File: config.mk
export PLATFORM = sky130hd
export DESIGN_NAME = serial_add_sub_unit
export DESIGN_NICKNAME = d
export VERILOG_FILES = /design/src/rtl/serial_add_sub_unit.sv
export SDC_FILE = /design/constraint.sdc
export NUM_CORES = 1
export LEC_CHECK = 0
export BUFFER_PORTS_ARGS = -buffer_cell sky130_fd_sc_hd__buf_2
export CORE_UTILIZATION = 45
export DETAILED_ROUTE_END_ITERATION = 6
export PLACE_DENSITY = 0.65
export SETUP_SLACK_MARGIN = 0.4
export SLEW_MARGIN = 30
export SYNTH_ARGS = -nofsm -noshare
export SYNTH_HDL_FRONTEND = slang
export SYNTH_SLANG_ARGS = --single-unit
File: constraint.sdc
create_clock -name clk_i -period 3.8 [get_ports clk_i]
set_input_delay 0.57 -clock clk_i [delete_from_list [all_inputs] [get_ports clk_i]]
set_output_delay 0.57 -clock clk_i [all_outputs]
set_load 0.05 [all_outputs]
File: src/rtl/serial_add_sub_unit.sv
// serial_add_sub_unit: bit-serial WIDTH-bit adder/subtractor, one bit per cycle LSB first,
// with start/ready/valid handshake and carry/overflow/zero flags.
module serial_add_sub_unit #(
    parameter int WIDTH = 32
) (
    input  logic             clk_i,
    input  logic             rst_i,
    input  logic             start_i,
    input  logic             sub_i,
    input  logic [WIDTH-1:0] a_i,
    input  logic [WIDTH-1:0] b_i,
    output logic             ready_o,
    output logic             valid_o,
    output logic [WIDTH-1:0] result_o,
    output logic             carry_o,
    output logic             overflow_o,
    output logic             zero_o
);
    localparam int CW = $clog2(WIDTH) + 1;

    typedef enum logic [1:0] {IDLE, RUN, DONE} state_t;

    state_t           state, state_nxt;
    logic [WIDTH-1:0] op_a, op_b, work, work_nxt;
    logic [CW-1:0]    cnt;
    logic             carry, sum, cout, last;

    assign sum      = op_a[0] ^ op_b[0] ^ carry;
    assign cout     = (op_a[0] & op_b[0]) | (carry & (op_a[0] ^ op_b[0]));
    assign work_nxt = {sum, work[WIDTH-1:1]};
    assign last     = (state == RUN) && (cnt == CW'(WIDTH - 1));

    always_ff @(posedge clk_i) begin
        if (rst_i) state <= IDLE;
        else       state <= state_nxt;
    end

    always_comb begin
        state_nxt = (state == IDLE && start_i) ? RUN :
                    last                       ? DONE :
                    (state == DONE)            ? IDLE : state;
    end

    always_comb begin
        ready_o = (state == IDLE);
        valid_o = (state == DONE);
    end

    // Subtraction is A + ~B + 1: invert B and seed the carry with sub_i at accept.
    always_ff @(posedge clk_i) begin
        if (rst_i) begin
            op_a       <= '0;
            op_b       <= '0;
            work       <= '0;
            cnt        <= '0;
            carry      <= 1'b0;
            result_o   <= '0;
            carry_o    <= 1'b0;
            overflow_o <= 1'b0;
            zero_o     <= 1'b0;
        end else if (state == IDLE && start_i) begin
            op_a  <= a_i;
            op_b  <= b_i ^ {WIDTH{sub_i}};
            carry <= sub_i;
            cnt   <= '0;
            work  <= '0;
        end else if (state == RUN) begin
            op_a  <= op_a >> 1;
            op_b  <= op_b >> 1;
            carry <= cout;
            cnt   <= cnt + CW'(1);
            work  <= work_nxt;
            if (last) begin
                // On the MSB step the carry flop holds the carry into the MSB.
                result_o   <= work_nxt;
                carry_o    <= cout;
                overflow_o <= carry ^ cout;
                zero_o     <= (work_nxt == '0);
            end
        end
    end
endmodule
* Word-level counts from Yosys, hierarchy flattened
Cells that the tools add are included.
** Operators by class
- Add/subtract/negate cells :: 1
- Equality and inequality tests :: 3
- Muxes and demuxes :: 9
- Bitwise gates (word level) :: 8
- Reduce and logical (&&, ||, !) cells :: 9
** Operators with widths (number)
- 2-to-1 mux 32 bit :: 4
- logical NOT 32 bit :: 1
- XOR 32 bit :: 1
- adder 6 x 1 -> 6 bit, second input constant :: 1
- == test 6 x 5 -> 1 bit, second input constant :: 1
- 2-to-1 mux 2 bit :: 2
- nonzero test 2 bit :: 2
- 2-to-1 mux 1 bit :: 3
- AND reduction 3 bit :: 1
- nonzero test 3 bit :: 1
- XOR 1 bit :: 3
- AND 1 bit :: 2
- == test 2 x 1 -> 1 bit, second input constant :: 1
- == test 2 bit, second input constant :: 1
- logical AND 1 bit :: 2
- logical NOT 2 bit :: 1
- OR reduction 2 bit :: 1
- NOT 1 bit :: 1
- OR 1 bit :: 1
** Storage, ports and cells
- Register bits :: 140
- Input port bits :: 68
- Output and inout bits :: 37
- Word-level logic and storage cells :: 41

* Logic depth before layout (Yosys ltp)
Gate-level depths: netlist (run 1).
- Word-level depth :: 5
- Mapped depth :: 7

* Worst setup path after synthesis (run 1)
OpenSTA, ideal clock, no wires.
- Path kind :: register -> output
- Start :: register state[1]
- End :: output valid_o
- Data arrival time :: 1.137 ns
- Data required time :: 3.230 ns
- Setup slack :: 2.093 ns
- Stages on the path, launching flop included :: 2
- Buffers on the path :: 0
- Path through :: dfxtp_1 nor2b_1
** Between the ends
- Word-level cells in the longest chain between the ends :: 1
** Ends and longest elaborated chain
- from (decl) :: line 23 : state_t state, state_nxt;
- from (signal assigned) :: line 35 : else state <= state_nxt;
- == test 2 bit :: line 46 : valid_o = (state == DONE);
- to (decl) :: line 13 : output logic valid_o,
Every way passes these cells.

* Worst setup path in the final report (run 1)
- Start :: register state[0]
- End :: register op_b[17]
** Between the ends
- Word-level cells in the longest chain between the ends :: 3
- Elaborated cells on any way between the ends :: 5
- Classes of those cells :: eq/ne: 1; mux: 1; reduce/logical: 3
** Ends and longest elaborated chain
- logical NOT 2 bit :: line 61 : end else if (state == IDLE && start_i) begin
- logical AND 1 bit :: line 61
- 2-to-1 mux 32 bit / nonzero test 2 bit (equally long branches)
- to (signal assigned) :: line 63 : op_b <= b_i ^ {WIDTH{sub_i}};
- to (signal assigned) :: line 69 : op_b <= op_b >> 1;
- to (decl) :: line 24 : logic [WIDTH-1:0] op_a, op_b, work, work_nxt;
Several ways; a longest one is shown, not always the timed one.
A chain may end at the register's enable or synchronous reset.

==> reports/metrics.csv, run 1 <==
metric;value;unit
viasPerCell;5.23;
wl;12.3;mm
synthCells;666;
chipWidth;113;um
tightest_slew;0.886;ns
cts-buffers-inserted;17;
rr_worst_depth;6;
post-dp-hpwl;7.80;mm
fin_ws;1.70;ns
crit_type;flop to flop;
cts_root_buffer;clkbuf_16;
wl_per_cell;13.6;um
gr-usage-met2;33.2;%
p_sw;801;uW
ys_seq_elements;139;
cp-end-kind;flop;
port_buffers;104;
hold_buffers;0;
rows;40;
clkSinkCount;139;
max-vdd-ir-drop;268;uV
setup_tns;0;ns
finalHoldViolCount;0;
vias;4721;
setup_viol;0;
antenna_cells;0;
reg2reg_from;state[0]$_SDFFE_PP0P_;
ant_nets;0;
syn_area_per_cell;8.34;um2
final_max_slew_viol_count;0;
outcome;complete, no violations;
grt.busiest_layer;met2;
grtUsageMet1;24.6;%
ys_seq_area_share;50.1;%
core;12000;um2
required;4.13;ns
finalCritPeriodShare;55.2;%
path_common_cell;buf_4;
p_seq_share;44.7;%
min_to;op_a[31]$_SDFFE_PP0P_;
min_path_type;primary input to flop;
arrival;2.43;ns
swShare;23.1;%
rsz0062_at_grt;false;
die-area;12800;um2
fillCellCount;1137;
overflow;0;
hold_depth;3;
reg2reg_slack;1.70;ns
grt_max_degree;100;
nNetsFinal;813;
worstHoldStart;a_i[31];
relSlewSlack;41.0;%
dp_slack;1.51;ns
ios;105;
route.detailed.drc;0;
totalPowerFinal;3460;uW
cts-resized-gates;0;
crit_fanout;34;
clk_pin_slew;0.06;ns
yosysUniqueCellTypes;31;
gp_congestion;0.718;
syn_area;5550;um2
initial_utilization;46.2;%
grt_pass1_vias;4355;
multi_input_area;2510;um2
dr.pass1.iters;5;
ys_warn_count;0;
clk_latency;0.41;ns
cts_max_path_buffers;2;
die_y;113;um
power_density;520;nW/um2
drt-initial-drc-count;206;
syn_nets;736;
grt_use_met3;6.05;%
fmax;0.477;GHz
h-tree-depth;4;
drive_above_1_share;19.8;%
maxCapViolCount;0;
min_period;2.10;ns
p_leak;0.00254;uW
intPower;2660;uW
grtUsageTotal;19.9;%
ff_latch_area;2780;um2
cpPeakStageDelay;0.56;ns
critPathLaunch;state[0]$_SDFFE_PP0P_;
cp-start-kind;flop;
crit_slowest_cell;dfxtp_1;
final.setup_skew;0.00737;ns
syn_to_final_growth;20.1;%
path_cells;nor3b_4 > nor2_4 > buf_4 > buf_4 > nand2_1 > a21oi_1;
cts_tree;built;
regToRegEndpoint;op_b[17]$_SDFFE_PP0P_;
antenna_found_initial;0;
grt_pass1_wl;20.3;mm
combPwrFrac;8.2;%
post_cts_buffers;0;
p_clk_share;47.1;%
==> critical path: cells and delay by family, from the launching register on <==
family          cells  cell delay (ns)
simple gates        3             0.64
flops               1             0.56
compound gates      1             0.14
buf+inv             2             0.65
==> cells by family (layout without fill, tap and decap cells) <==
| family | Yosys count | count (layout) | synth area share (%) |
|---|---|---|---|
| and+or+nand+nor | 234 | 234 | 17.6 |
| xor gates and xnor gates | 37 | 37 | 5.84 |
| AOI/OAI and AO/OA | 199 | 199 | 20.9 |
| adders and majority gates | 2 | 2 | 0.586 |
| buffers and inverters | 55 | 145 | 4.89 |
| DFF | 139 | 139 | 50.1 |
==> stage by stage <==
stage               hold WS, ns  instance area [um2]  cells  utilization [%]
floorplan                 0.436                 5550    666                -
finish                    0.419                 6670    903             55.5
detailed placement        0.446                 6070    871             50.5
global route              0.429                 6670    903             55.5
global placement          0.442                 6070    871             50.5
CTS                       0.407                 6660    903             55.5
==> cell usage after synthesis (all sizes together) <==
cell	number	share of area, %
nor2b	2	0.23
clkbuf	18	1.2
nand2b	1	0.11
xor2	35	5.5
or2	1	0.11
nor3b	1	0.23
nand4	3	0.34
a22oi	63	8.5
o21ai	1	0.090
a21oi	133	12
nand3	5	0.45
nand2	199	13
xnor2	2	0.32
a211oi	1	0.14
buf	37	3.7
fa	1	0.36
ha	1	0.23
o31ai	1	0.14
nor4	7	0.79
nor3	2	0.38
nand3b	1	0.14
or3	2	0.23
nand4b	1	0.43
dfxtp	139	50
nor2	9	0.74
==> flip-flops by register name, indices dropped and copies added, names as in the netlist <==
register,flops
carry,1
work,31
cnt,6
overflow_o,1
op_b,32
result_o,32
zero_o,1
op_a,32
state,2
carry_o,1
==> power by group through the flow <==
stage	sequential [uW]	clock, uW	combinational (uW)
after detailed placement	1580	0	285
after global placement	1570	0	277
after floorplan	1570	0	214
after CTS	1550	1670	286
after global routing	1550	1740	320
final	1550	1630	284
==> worst max-delay path by stage <==
stage	endpoint	slack (ns)	depth (start not counted)
after CTS	cnt[4]$_SDFFE_PP0P_	1.60	5
after floorplan	valid_o	2.09	1
after global placement	cnt[4]$_SDFFE_PP0P_	1.57	6
final	op_b[17]$_SDFFE_PP0P_	1.70	6
after detailed placement	state[1]$_SDFFE_PP0P_	1.51	6
after global routing	op_b[17]$_SDFFE_PP0P_	1.51	6
==> final cells by class <==
cell class	count	area share (%)
sequential	139	41.7
multi-input combinational	472	37.7
timing repair buffer	113	8.92
clock buffer	19	6.65
tap	147	2.76
clock inverter	13	2.25
==> layout by cell type, fill, tap and decap left out, drive strengths merged <==
cell type and n:
clkbuf 19, nand3 5, a22oi 63, a21oi 133, bufinv 3, xnor2 2, or3 2, nor3b 1
xor2 35, or2 1, nand2b 1, nand2 199, nor4 7, a211oi 1, buf 113, nand4 3
nor2b 2, clkinv 6, dfxtp 139, nor2 9, fa 1, ha 1, nand4b 1, nand3b 1
o21ai 1, o31ai 1, clkinvlp 4, nor3 2
==> routing by layer <==
metal | vias up | share of wire, %
met4 | 0 | 0.57
met2 | 100 | 50
li1 | 2431 | -
met1 | 2186 | 45
met5 | - | 0
met3 | 4 | 4.2
No activity file was read; power rests on OpenSTA's default activity.
==> run 2: changes to the inputs <==
==> constraint.sdc (replaced) <==
create_clock -name clk_i -period 2.2 [get_ports clk_i]
set_input_delay 0.33 -clock clk_i [delete_from_list [all_inputs] [get_ports clk_i]]
set_output_delay 0.33 -clock clk_i [all_outputs]
set_load 0.05 [all_outputs]
==> run 2 against run 1 <==
Against the previous run:
- sequential share of layout area fell by 0.53 points
- largest power group unchanged
- flip-flop and latch count did not move
- count of clock-buffer cells in the layout rose by 6
- combinational power rose by 82%
- critical path type unchanged
- critical path depth did not move
- non-clock buffer count rose by 4
- routed wire length fell by 0.68%
- global-route usage fell by 0.34 points
- design area rose by 1.4%
- final cell count rose by 0.55%
- first-iteration DRC count rose by 34%
==> reports/metrics.csv, run 2 (synthesis results as in run 1) <==
metric;value;unit;change
finalHoldViolCount;0;;unchanged
post-dp-hpwl;7.74;mm;-0.69%
ios;105;;unchanged
arrival;1.88;ns;-0.55 ns
cp-end-kind;flop;;
layout_commonest_cell;nand2_1;;
path_cells;ha_1 > nand2_1 > or3_4 > buf_12 > a21oi_2 > nor2_1;;
dr.pass1.iters;4;;-1
dp_slack;0.428;ns;-1.09 ns
post_cts_buffers;0;;unchanged
rr_worst_depth;6;;unchanged
antenna_cells;0;;unchanged
crit_fanout;29;;-15%
final_max_slew_viol_count;0;;unchanged
placed_cell_area;6160;um2;+1.5%
grt_pass1_wl;20.0;mm;-1.6%
totalPowerFinal;5930;uW;+71%
core;12000;um2;unchanged
antenna_found_initial;0;;unchanged
setup_viol;0;;unchanged
crit_slowest_cell;or3_4;;
regToRegEndpoint;state[0]$_SDFFE_PP0P_;;
vias;4808;;+1.8%
chipWidth;113;um;unchanged
ant_nets;0;;unchanged
finalCritPeriodShare;73.2;%;+18 points
maxCapViolCount;0;;unchanged
setup_tns;0;ns;unchanged
clk_pin_slew;0.05;ns;about the same
fillCellCount;1109;;-2.5%
min_to;op_a[31]$_SDFFE_PP0P_;;
max-vdd-ir-drop;586;uV;+120%
grt_pass1_vias;4404;;+1.1%
cts_root_buffer;clkbuf_16;;
min_path_type;primary input to flop;;
grtUsageTotal;19.6;%;-0.34 points
fin_ws;0.589;ns;-1.11 ns
drive_above_1_share;20.2;%;+0.40 points
viasPerCell;5.30;;+1.3%
port_buffers;104;;unchanged
drt-initial-drc-count;276;;+34%
nNetsFinal;818;;+0.62%
rsz0062_at_grt;false;;
cpPeakStageDelay;0.40;ns;-0.16 ns
crit_type;flop to flop;;
cp-start-kind;flop;;
final.setup_skew;0.0105;ns;+0.00315 ns
required;2.47;ns;-1.66 ns
wl_per_cell;13.4;um;-1.2%
rows;40;;unchanged
worstHoldStart;a_i[31];;
fmax;0.621;GHz;+30%
reg_top3;op_a (32), op_b (32), result_o (32);;
min_period;1.61;ns;-0.486 ns
outcome;complete, no violations;;
overflow;0;;unchanged
tightest_slew;0.511;ns;-0.375 ns
wl;12.2;mm;-0.68%
syn_to_final_growth;21.7;%;
grt_max_degree;78;;-22%
reg2reg_slack;0.59;ns;-1.11 ns
cts_max_path_buffers;2;;unchanged
initial_utilization;46.2;%;unchanged
die_y;113;um;unchanged
final_core_util;56.3;%;+0.76 points
route.detailed.drc;0;;unchanged
final_cell_mix;nand2_1, dfxtp_1, a21oi_1;;
reg2reg_from;cnt[0]$_SDFFE_PP0P_;;
cts_tree;built;;
clk_latency;0.40;ns;about the same
postLayoutCellArea;6760;um2;+1.4%
h-tree-depth;4;;unchanged
gp_congestion;0.735;;+2.4%
relSlewSlack;66.0;%;+25 points
clkSinkCount;139;;unchanged
hold_depth;3;;unchanged
die-area;12800;um2;unchanged
cts-buffers-inserted;17;;unchanged
p_leak;0.00259;uW;+2.0%
power_density;877;nW/um2;+69%
[run 2: timing repair]
action	in CTS	in global routing
hold buffers	0	0
endpoints found under the setup margin	0	71
gates resized for setup	0	5
[run 2: worst max-delay path, delay by kind of cell (launching register included)]
kind | cells | cell delay [ns]
flops | 1 | 0.39
buf+inv | 1 | 0.19
fa+ha+maj | 1 | 0.21
compound gates | 1 | 0.13
simple gates | 3 | 0.56
[run 2: area by class of cell]
| class | instances | area, um2 | area share, % |
|---|---|---|---|
| Sequential cell | 139 | 2790 | 41.2 |
| Clock buffer | 25 | 485 | 7.19 |
| Clock inverter | 7 | 88.8 | 1.31 |
| Tap cell | 147 | 184 | 2.72 |
| Multi-Input combinational cell | 473 | 2520 | 37.3 |
| Timing Repair Buffer | 117 | 691 | 10.2 |
[run 2: metrics by stage]
| stage | hold slack (ns) | instances |
|---|---|---|
| floorplan | 0.436 | 666 |
| global placement | 0.438 | 875 |
| detailed placement | 0.443 | 875 |
| CTS | 0.175 | 907 |
| global route | 0.194 | 908 |
| finish | 0.189 | 908 |
[run 2: how the worst max path moves through the flow]
stage                          start                    end  slack, ns  depth (start not counted)
2_1_floorplan  state[0]$_SDFFE_PP0P_  op_a[31]$_SDFFE_PP0P_       0.62                          5
3_3_place_gp   state[0]$_SDFFE_PP0P_  state[0]$_SDFFE_PP0P_       0.47                          5
3_5_place_dp   state[0]$_SDFFE_PP0P_  state[0]$_SDFFE_PP0P_       0.43                          5
4_1_cts        state[0]$_SDFFE_PP0P_  state[0]$_SDFFE_PP0P_       0.41                          5
5_1_grt          cnt[0]$_SDFFE_PP0P_    zero_o$_SDFFE_PP0P_       0.46                          6
6_report         cnt[0]$_SDFFE_PP0P_  state[0]$_SDFFE_PP0P_       0.59                          6
[run 2: metal layers]
layer	GRT usage (%)	wire (um)	share of wire (%)	vias up
li1	-	-	-	2438
met1	23.9	5690	47	2258
met2	33.5	5990	49	108
met3	5.57	464	3.8	4
met4	5.79	59	0.48	0
met5	0	0	0	-
[run 2: report_power, final]
| group | switching (uW) | internal [uW] | leakage (uW) |
|---|---|---|---|
| Sequential | 56.2 | 2620 | 0.00113 |
| Clock | 984 | 1750 | 0.000285 |
| Combinational | 313 | 205 | 0.00118 |
==> run 3: changes to the inputs <==
--- a/config.mk
+++ b/config.mk
@@ -5,10 +5,11 @@
 export SDC_FILE = /design/constraint.sdc
 export NUM_CORES = 1
 export LEC_CHECK = 0
+export ABC_AREA = 1
 export BUFFER_PORTS_ARGS = -buffer_cell sky130_fd_sc_hd__buf_2
 export CORE_UTILIZATION = 45
 export DETAILED_ROUTE_END_ITERATION = 6
-export PLACE_DENSITY = 0.65
+export PLACE_DENSITY = 0.67
 export SETUP_SLACK_MARGIN = 0.4
 export SLEW_MARGIN = 30
 export SYNTH_ARGS = -nofsm -noshare
==> constraint.sdc (replaced) <==
create_clock -name clk_i -period 1.4 [get_ports clk_i]
set_input_delay 0.21 -clock clk_i [delete_from_list [all_inputs] [get_ports clk_i]]
set_output_delay 0.21 -clock clk_i [all_outputs]
set_load 0.05 [all_outputs]
==> run 3 against run 2 <==
Against the previous run:
- the flow now finishes with violations (negative setup slack)
- count of clock-buffer cells in the layout is 5 lower
- die area rose by 5.6%
- critical path depth rose by 2
- synthesized area up 5.7%
- combinational power rose to 2.8 times the previous value
- first-iteration DRC count increased by 7.2%
- routed wire length increased by 24%
==> reports/metrics.csv, run 3 <==
metric;value;unit;change
p_sw;2490;uW;+84%
required;1.70;ns;-0.77 ns
placed_cell_area;6710;um2;+8.9%
syn_to_final_growth;45.3;%;
layout_commonest_cell;nand2_1;;
die_y;116;um;+2.8%
p_leak;0.00375;uW;+45%
yosysUniqueCellTypes;22;;-29%
synthTopCellsByCount;nand2_1, dfxtp_1, a21oi_1, nor2_1, inv_1;;
final_cell_mix;nand2_1, dfxtp_1, buf_2;;
intPower;7630;uW;+67%
viasPerCell;4.91;;-7.2%
antenna_cells;0;;unchanged
p_seq_share;41.4;%;-3.7 points
swShare;24.6;%;+1.8 points
finalCritPeriodShare;100;%;+27 points
max-vdd-ir-drop;861;uV;+47%
ant_nets;0;;unchanged
tightest_slew;0.446;ns;-0.0647 ns
gr-usage-met2;40.9;%;+7.4 points
fillCellCount;1076;;-3.0%
grt_use_met3;6.18;%;+0.60 points
hold_ws;0.0344;ns;-0.154 ns
die-area;13500;um2;+5.6%
drive_above_1_share;30.3;%;+10 points
rows;41;;+2.5%
reg2reg_from;state[0]$_SDFFE_PP0P_;;
fin_ws;-0.00556;ns;-0.594 ns
nNetsFinal;1028;;+26%
cts_root_buffer;clkbuf_16;;
ys_warn_count;0;;unchanged
wl;15.2;mm;+24%
clkSinkCount;139;;unchanged
cp-start-kind;flop;;
power_density;1190;nW/um2;+35%
grtUsageTotal;23.8;%;+4.2 points
wl_per_cell;13.3;um;-1.2%
totalPowerFinal;10100;uW;+71%
post-dp-hpwl;7.92;mm;+2.3%
crit_type;flop to flop;;
min_to;op_a[31]$_SDFFE_PP0P_;;
grt_pass1_wl;24.7;mm;+23%
violations;negative setup slack;;
syn_nets;895;;+22%
grtUsageMet1;28.8;%;+5.0 points
dr.pass1.iters;4;;unchanged
outcome;finished with violations;;
drt-initial-drc-count;296;;+7.2%
core;12700;um2;+5.5%
min_period;1.41;ns;-0.206 ns
p_clk_share;44.3;%;-1.9 points
final_core_util;67.3;%;+11 points
worstHoldStart;a_i[31];;
placed_cells;1069;;+22%
clk_pin_slew;0.06;ns;about the same
ys.flop_type;dfxtp_1;;
postLayoutCellArea;8530;um2;+26%
grt_max_degree;39;;-50%
cts_tree;built;;
async_flop_share;0;%;unchanged
ios;105;;unchanged
rr_worst_depth;8;;+2
grt.busiest_layer;met2;;
ys_seq_area_share;47.4;%;-2.7 points
h-tree-depth;4;;unchanged
yosys.area.top_type;dfxtp_1;;
netlist.area_leader.share;47.4;%;-2.7 points
route.detailed.drc;0;;unchanged
grt_pass1_vias;5077;;+15%
gp_congestion;0.733;;-0.27%
synthCells;825;;+24%
reg_top3;op_a (32), op_b (32), result_o (32);;
final.setup_skew;0.00432;ns;-0.00620 ns
setup_viol;3;;+3
min_path_type;primary input to flop;;
port_buffers;104;;unchanged
synth-edff-count;0;;unchanged
finalHoldViolCount;0;;unchanged
overflow;0;;unchanged
synth.area.top_cells;dfxtp_1, nand2_1, a21oi_1, xor2_1, nor2_1;;
cts-buffers-inserted;17;;unchanged
ys_seq_elements;139;;unchanged
combPwrFrac;14.2;%;+5.5 points
reg2reg_slack;-0.006;ns;-0.59 ns
maxCapViolCount;0;;unchanged
rsz0062_at_grt;true;;
hold_buffers;0;;unchanged
crit_fanout;5;;-83%
hold_depth;3;;unchanged
arrival;1.70;ns;-0.18 ns
cts_max_path_buffers;2;;unchanged
clk_latency;0.42;ns;+0.02 ns
synth.most_common_cell;nand2_1;;
instances_no_fill;1143;;+26%
cp-end-kind;flop;;
antenna_found_initial;0;;unchanged
vias;5614;;+17%
chipWidth;116;um;+2.8%
initial_utilization;46.3;%;+0.083 points
relSlewSlack;70.2;%;+4.3 points
final_max_slew_viol_count;0;;unchanged
syn_area_per_cell;7.11;um2;-15%
regToRegEndpoint;state[0]$_SDFFE_PP0P_;;
fmax;0.711;GHz;+15%
syn_area;5870;um2;+5.7%
-- run 3: changes by cell type after synthesis, moves of 32 or more --
cell     previous run  this run
a31oi_1             0        32
a22oi_1            63         0
nand2_1           199       311
nor2_1              8        67
a21oi_1           132        70
inv_1               0        39
-- run 3: power groups by stage --
stage | registers (uW) | logic, uW | clock network (uW)
CTS | 4190 | 1380 | 4550
detailed placement | 4270 | 938 | 0
floorplan | 4260 | 669 | 0
finish | 4200 | 1440 | 4490
global route | 4210 | 1570 | 4740
global placement | 4270 | 933 | 0
-- run 3: cell families (layout without fill, tap and decap cells) --
group	count (synthesis)	after routing	synth area share [%]
AND/OR/NAND/NOR	416	416	27.7
adder cells (fa/ha/maj)	2	2	0.554
flip-flops	139	139	47.4
XOR/XNOR	35	35	5.23
buffers and inverters	96	242	6.70
AO/OA/AOI/OAI	137	137	12.4
-- run 3: stage by stage --
step	setup TNS (ns)	setup WS, ns
after floorplan	-1.62	-0.0343
after global placement	0	0.0376
after detailed placement	0	0.0116
after CTS	0	0.0127
after global routing	-2.74	-0.0728
final	-0.0130	-0.00556
-- run 3: worst max-delay path by stage --
stage	to	cells after the start	slack [ns]	from
after floorplan	op_b[15]$_SDFFE_PP0P_	10	-0.03	state[1]$_SDFFE_PP0P_
after global placement	zero_o$_SDFFE_PP0P_	8	0.04	op_b[0]$_SDFFE_PP0P_
after detailed placement	zero_o$_SDFFE_PP0P_	8	0.01	op_b[0]$_SDFFE_PP0P_
after CTS	valid_o	3	0.01	state[0]$_SDFFE_PP0P_
after global routing	result_o[27]$_SDFFE_PP0P_	7	-0.07	cnt[1]$_SDFFE_PP0P_
final	state[0]$_SDFFE_PP0P_	8	-0.006	state[0]$_SDFFE_PP0P_
-- run 3: area by class of cell --
| type | count | area [um2] | share of cell area [%] |
|---|---|---|---|
| Multi-Input combinational cell | 590 | 2950 | 34.6 |
| Sequential cell | 139 | 2830 | 33.2 |
| Tap cell | 172 | 215 | 2.52 |
| Clock buffer | 20 | 437 | 5.12 |
| Inverter | 40 | 155 | 1.82 |
| Timing Repair Buffer | 170 | 1800 | 21.1 |
| Clock inverter | 12 | 148 | 1.73 |
-- run 3: worst max-delay path, stage by stage (launching register included) --
cell and delay [ns]:
dfxtp_4 0.40, buf_6 0.12, nand2_4 0.06, nor3_4 0.21, nand2_4 0.12, buf_4 0.15
buf_6 0.11, nand2_1 0.05, a21oi_1 0.06
-- run 3: what timing repair did --
action	in CTS	in global routing
buffers inserted	20	7
gates resized for setup	132	49
setup endpoints to repair	176	176
cloned	15	0
pin swaps	10	11
-- run 3: layer usage --
layer | up-vias | wire length (um) | part of all wire, %
met5 | - | 0 | 0
met4 | 0 | 207 | 1.4
met3 | 20 | 706 | 4.7
met2 | 135 | 7540 | 50
met1 | 2561 | 6720 | 44
li1 | 2898 | - | -
